**src/rtl/ecc_rd_sched_pkg.sv**
```systemverilog
// rtl/ecc_rd_sched_pkg.sv - shared types and constants for the ECC read scheduler
package ecc_rd_sched_pkg;

  typedef enum logic [1:0] {
    S_RUN   = 2'd0,
    S_DRAIN = 2'd1,
    S_SCRUB = 2'd2
  } state_t;

  localparam int PIPE_LAT = 3;

  function automatic int idx_w(input int n);
    return (n <= 1) ? 1 : $clog2(n);
  endfunction

endpackage

```
**src/rtl/rr_arbiter.sv**
```systemverilog
// rtl/rr_arbiter.sv - round-robin arbiter, searches from ptr+1 modulo NUM_PORTS
module rr_arbiter
  import ecc_rd_sched_pkg::*;
#(
  parameter int NUM_PORTS = 4
) (
  input  logic [NUM_PORTS-1:0]        req,
  input  logic [idx_w(NUM_PORTS)-1:0] ptr,
  output logic [NUM_PORTS-1:0]        grant,
  output logic [idx_w(NUM_PORTS)-1:0] idx
);

  localparam int IW = idx_w(NUM_PORTS);

  int          p;
  logic [IW-1:0] pi;
  logic        found;

  always_comb begin
    grant = '0;
    idx   = '0;
    found = 1'b0;
    p     = 0;
    pi    = '0;
    for (int i = 1; i <= NUM_PORTS; i++) begin
      p  = (int'(ptr) + i) % NUM_PORTS;
      pi = IW'(p);
      if (!found && req[pi]) begin
        found     = 1'b1;
        grant[pi] = 1'b1;
        idx       = pi;
      end
    end
  end

endmodule

```
**src/rtl/ecc_rd_sched.sv**
```systemverilog
// rtl/ecc_rd_sched.sv - round-robin read scheduler sharing one ECC SRAM and decoder,
// with fixed 3-cycle response latency and one-shot scrub write on detected errors
module ecc_rd_sched
  import ecc_rd_sched_pkg::*;
#(
  parameter int NUM_PORTS = 4,
  parameter int ADDR_W    = 10,
  parameter int DATA_W    = 32,
  parameter int CODE_W    = 6,
  parameter int ERR_CNT_W = 16
) (
  input  logic                        i_clk,
  input  logic                        i_rst_n,
  input  logic [NUM_PORTS-1:0]        i_req_vld,
  input  logic [NUM_PORTS*ADDR_W-1:0] i_req_addr,
  output logic [NUM_PORTS-1:0]        o_req_rdy,
  output logic                        o_mem_rd_en,
  output logic [ADDR_W-1:0]           o_mem_rd_addr,
  input  logic [DATA_W-1:0]           i_mem_rd_data,
  input  logic [CODE_W-1:0]           i_mem_rd_code,
  output logic [DATA_W-1:0]           o_dec_data,
  output logic [CODE_W-1:0]           o_dec_code,
  output logic                        o_dec_vld,
  input  logic [DATA_W-1:0]           i_dec_data,
  input  logic                        i_dec_err,
  output logic [NUM_PORTS-1:0]        o_rsp_vld,
  output logic [DATA_W-1:0]           o_rsp_data,
  output logic                        o_scrub_wr_en,
  output logic [ADDR_W-1:0]           o_scrub_wr_addr,
  output logic [DATA_W-1:0]           o_scrub_wr_data,
  input  logic                        i_scrub_wr_rdy,
  output logic [ERR_CNT_W-1:0]        o_err_cnt,
  output logic                        o_scrub_drop,
  output logic                        o_busy
);

  localparam int IW      = idx_w(NUM_PORTS);
  localparam int CPL_STG = PIPE_LAT - 2;
  localparam int RSP_STG = PIPE_LAT - 1;

  typedef struct packed {
    logic              vld;
    logic [IW-1:0]     idx;
    logic [ADDR_W-1:0] addr;
  } trk_t;

  state_t            state;
  logic [IW-1:0]     ptr;
  trk_t              pipe [PIPE_LAT];
  logic [NUM_PORTS-1:0] gnt;
  logic [IW-1:0]     gnt_idx;
  logic [ADDR_W-1:0] addr_arr [NUM_PORTS];
  logic              accept;
  logic              cpl;
  logic              cpl_err;
  logic              pipe_empty;

  for (genvar k = 0; k < NUM_PORTS; k++) begin : g_addr
    assign addr_arr[k] = i_req_addr[k*ADDR_W +: ADDR_W];
  end

  rr_arbiter #(.NUM_PORTS(NUM_PORTS)) u_arb (
    .req   (i_req_vld),
    .ptr   (ptr),
    .grant (gnt),
    .idx   (gnt_idx)
  );

  assign o_req_rdy     = (state == S_RUN) ? gnt : '0;
  assign accept        = |o_req_rdy;
  assign o_mem_rd_en   = accept;
  assign o_mem_rd_addr = accept ? addr_arr[gnt_idx] : '0;

  assign o_dec_data = i_mem_rd_data;
  assign o_dec_code = i_mem_rd_code;
  assign o_dec_vld  = pipe[0].vld;

  // Decoder output belongs to the read tracked in the middle stage.
  assign cpl        = pipe[CPL_STG].vld;
  assign cpl_err    = cpl && i_dec_err;
  assign pipe_empty = !(pipe[0].vld || pipe[1].vld || pipe[2].vld);

  assign o_rsp_vld     = pipe[RSP_STG].vld ? (NUM_PORTS'(1) << pipe[RSP_STG].idx) : '0;
  assign o_scrub_wr_en = (state == S_SCRUB);
  assign o_busy        = !pipe_empty || (state != S_RUN);

  always_ff @(posedge i_clk or negedge i_rst_n) begin
    if (!i_rst_n) begin
      state           <= S_RUN;
      ptr             <= IW'(NUM_PORTS - 1);
      for (int i = 0; i < PIPE_LAT; i++) pipe[i] <= '0;
      o_rsp_data      <= '0;
      o_scrub_wr_addr <= '0;
      o_scrub_wr_data <= '0;
      o_err_cnt       <= '0;
      o_scrub_drop    <= 1'b0;
    end else begin
      pipe[0].vld  <= accept;
      pipe[0].idx  <= gnt_idx;
      pipe[0].addr <= o_mem_rd_addr;
      for (int i = 1; i < PIPE_LAT; i++) pipe[i] <= pipe[i-1];

      if (accept) ptr <= gnt_idx;
      if (cpl) o_rsp_data <= i_dec_data;

      o_scrub_drop <= 1'b0;
      if (cpl_err) begin
        if (o_err_cnt != '1) o_err_cnt <= o_err_cnt + ERR_CNT_W'(1);
        // The scrub slot is free exactly while running; later errors are only counted.
        if (state == S_RUN) begin
          o_scrub_wr_addr <= pipe[CPL_STG].addr;
          o_scrub_wr_data <= i_dec_data;
        end else begin
          o_scrub_drop <= 1'b1;
        end
      end

      case (state)
        S_RUN:   if (cpl_err) state <= S_DRAIN;
        S_DRAIN: if (pipe_empty) state <= S_SCRUB;
        S_SCRUB: if (i_scrub_wr_rdy) state <= S_RUN;
        default: state <= S_RUN;
      endcase
    end
  end

endmodule

```
**config.mk**
```make
export PLATFORM = sky130hd
export DESIGN_NAME = ecc_rd_sched
export DESIGN_NICKNAME = d
export VERILOG_FILES = /design/src/rtl/ecc_rd_sched_pkg.sv /design/src/rtl/rr_arbiter.sv /design/src/rtl/ecc_rd_sched.sv
export SDC_FILE = /design/constraint.sdc
export NUM_CORES = 1
export LEC_CHECK = 0
export ABC_AREA = 1
export BUFFER_PORTS_ARGS = -buffer_cell sky130_fd_sc_hd__buf_2
export CORE_MARGIN = 2
export CORE_UTILIZATION = 50
export DETAILED_ROUTE_END_ITERATION = 10
export PLACE_DENSITY = 0.85
export SYNTH_ARGS = -nofsm -noshare
export SYNTH_HDL_FRONTEND = slang
export SYNTH_SLANG_ARGS = --single-unit
```
**constraint.sdc**
```tcl
create_clock -name i_clk -period 5.9 [get_ports i_clk]
set_clock_uncertainty 0.1 [all_clocks]
set_input_delay 1.475 -clock i_clk [delete_from_list [all_inputs] [get_ports i_clk]]
set_output_delay 1.475 -clock i_clk [all_outputs]
set_load 0.02 [all_outputs]
```
==> results.md <==
* Mapped Cells at 640
* FFs w/ async S/R, synth at 100%
* FF+latch count, synth at about 120
* Max stage delay on crit path at between 0.3 and 0.4 ns
* Avg Inst Size Synth at about 9.1 um2
* Most used cell, CP: nand2_1
* Setup WS pre-CTS at a little over 1 ns
* Fmax at around 200 MHz
* Critical path class: in -> out
* Mapped cell area at 5850 um2
* Vias per inst at 5.03
* Dpl cells at 916
* Hold_sp: pipe[32]$_DFF_PN0_
* Critical Path RT at approximately 4.3 ns
* Post-CTS Hold Buffers at 0
* Total congestion overflow at 0
* CTS buffer count at 17
* Share of cells above drive strength 1 at 32.7%
* Register area share after synthesis at between 50% and 60%
* Setup bufs post-CTS at 0
* First-pass GRT wire length at between 20000 and 25000 um
* Register area at ~3100 um2
* Die Wd at around 110 um
* TritonRoute pass-1 iters at 5
* MaxCap Viol Count at 0
* Final hold violations at 0
* Full die area at about 13000 um2
* Yosys warns at 0
* Number of global-route vias before repair at between 4k and 5k
* Slew HR at roughly a third
* Pin count of the biggest net entering global routing at 80
* Worst-path maximum fanout at 22
* Core Box Area at between 10000 and 15000 um2
* PortBufs at around 190
* Syn_nets at 767
* Total I/O pin count at about 270
* DPL Wire Length at between 10000 and 15000 um
* Gpl congestion at around 0.91
* Worst-path clk slew at around 0.06 ns
* Row count at 39
* HP Class: reg -> reg
* Tcrit/Tclk final at 83.4%
* Post-CTS resize count at 0
* # nets final at about 920
* Reg2reg end: pipe[30]$_DFF_PN0_
* WP data arrival at between 3 and 4 ns
* WL/cell at roughly 15 um
* CTS max path bufs at 2
* Critical-path top delay cell: nand2_2
* RSZ-0062 raised after global routing: no
* Initial Utilization at roughly half
* # diodes at 0
* Hold EP: pipe[19]$_DFF_PN0_
* Initial antenna violation count at 0
* Post-Layout Cell Count at between 900 and 1k
* Post-route setup slack at between 0.9 and 1 ns
* CP Buf/Inv Count at 4
* Layout fillers at 951
* Final WL at around 14000 um
* CTS Root Cell: clkbuf_16
* Vias at ~4.8k
* Slew Limit Fails at 0
* Post-layout minimum cycle time at between 4 and 5 ns
* Area growth syn-to-layout at 23.1%
* Pwr/cell area at ~700 nW/um2
* CP startpoint kind: input pin
* Critical path capture point type: primary output
* Outcome: complete, no violations
* Die height at between 100 and 150 um
* Clock sinks at between 100 and 150
* EDFF count, synth at 0
* Worst skew pair latency at just over 0.4 ns
* Hold Path Depth at 0
* Post-route ant nets at 0
* CTS H-Tree Depth at 4
* Worst slew pin tran at slightly below 1 ns
* Iter 0 DRT Violations at between 500 and 600
* Leakage at between 4 and 5 nW
* Tot GR Track Use at 23.7%
* Top Family by Delay on Critical Path: simple AND/OR/NAND/NOR gates
* CTS tree: built
* Post-synthesis cell type count at 33
* FF-to-FF path depth at 14
* Final setup violating endpoints at 0
* VDD IR-drop max at between 0.4 and 0.5 mV
* Critical path, cell by cell: buf_2 -> inv_1 -> nand2_1 -> nand3_2 -> nand2_4 -> o21ai_0 -> nand2_1 -> nand2_2 -> nand2_4 -> nand2_1 -> nand3_1 -> nand2_1 -> nand2_1 -> inv_1 -> buf_2
* DRC viols at 0
* R2R Setup Slk at around 3.0 ns
* Hold WS at approximately 0.24 ns
* Ys flop type: dfrtp_1
* Area occupied by multi-input gates at roughly 2000 um2
* TNS Setup at 0 ns
* FF-to-FF Start: ptr[1]$_DFFE_PN1P_
metrics by stage:
| stage | cell area, um2 | utilization [%] | power (mW) |
|---|---|---|---|
| 2_1_floorplan | 5850 | - | 3.39 |
| 3_3_place_gp | 6590 | 57.7 | 3.98 |
| 3_5_place_dp | 6590 | 57.7 | 4.06 |
| 4_1_cts | 7200 | 63.1 | 5.16 |
| 5_1_grt | 7200 | 63.1 | 5.52 |
| 6_report | 7200 | 63.1 | 5.13 |
worst max-delay path by stage:
stage / end / startpoint / cells after the start
6_report: o_mem_rd_addr[4] / i_req_vld[0] / 15
3_3_place_gp: o_mem_rd_addr[4] / i_req_vld[2] / 15
2_1_floorplan: o_mem_rd_addr[0] / i_req_vld[2] / 14
3_5_place_dp: o_mem_rd_addr[4] / i_req_vld[0] / 15
4_1_cts: o_mem_rd_addr[4] / i_req_vld[0] / 15
5_1_grt: o_mem_rd_addr[8] / ptr[1]$_DFFE_PN1P_ / 15
sequential cells by signal (all words and copies together) (netlist names):
| signal | count |
|---|---|
| cpl | 1 |
| o_dec_vld | 1 |
| o_err_cnt | 16 |
| o_rsp_data | 32 |
| o_scrub_drop | 1 |
| o_scrub_wr_addr | 10 |
| o_scrub_wr_data | 32 |
| pipe | 27 |
| ptr | 2 |
| state | 2 |
Yosys cell counts (2+ instances only):
master	number	area share, %
nor3_1	8	0.68
nand2_1	114	7.3
xnor2_1	6	0.90
nand3_1	39	3.3
dfrtp_1	122	52
nand2_4	3	0.58
clkinv_2	2	0.17
buf_2	2	0.17
a21boi_0	4	0.51
mux2_2	11	2.1
o21ai_1	2	0.17
clkbuf_1	15	0.96
a21oi_1	35	3.0
buf_4	38	4.9
buf_6	7	1.3
nand2_2	9	0.96
nor2_1	44	2.8
ha_1	9	1.9
nand3_2	2	0.34
nand4_1	8	0.86
o21ai_0	33	2.8
nand3b_1	21	2.7
o31ai_1	2	0.26
inv_1	86	5.5
dfstp_2	2	0.90
xor2_1	9	1.3
metal layers:
layer  track usage (%)  up-vias  wire (um)
met5                 0        -          0
met4              7.97        0        291
met3              7.56       28       1300
met2              40.5      226       7180
met1              28.4     2235       5720
li1                  -     2283          -
report_power, final:
group / switching (mW) / internal [mW] / leakage (nW)
Clock: 0.392 / 0.672 / 0.289
Combinational: 1.83 / 0.812 / 2.22
Sequential: 0.208 / 1.22 / 1.52
Total: 2.43 / 2.70 / 4.03
worst reg2reg max path, delay by kind of cell, from the launching register on:
family          cells  cell delay (ns)
fa+ha+maj           1             0.37
compound gates      1             0.21
flops               1             0.63
buf+inv             3             0.36
simple gates        9             1.17
cells by family (layout without fill, tap and decap cells):
kind of cell	count (synthesis)	after routing	share of synthesized area [%]
AO/OA/AOI/OAI	77	77	6.86
XOR/XNOR	15	15	2.25
adder cells (fa/ha/maj)	9	9	1.92
buffers and inverters	152	317	13.3
flip-flops	124	124	53.1
multiplexers	11	11	2.12
AND/OR/NAND/NOR	252	252	20.5
layout make-up:
type | instances | area share (%)
timing repair buffer | 195 | 13.7
clock buffer | 17 | 5.90
tap | 143 | 2.48
multi-input combinational | 364 | 27.4
clock inverter | 15 | 2.62
sequential | 124 | 43.1
inverter | 90 | 4.79
cells in the final DEF, fill, tap and decap left out, drive strengths merged, types with 9 or more instances in the layout:
cell type,instances
buf,195
nand2,126
dfrtp,122
inv,93
nor2,46
nand3,42
a21oi,35
o21ai,35
nand3b,21
clkbuf,17
mux2,11
xor2,9
ha,9
Power figures use the tool's default switching activity.
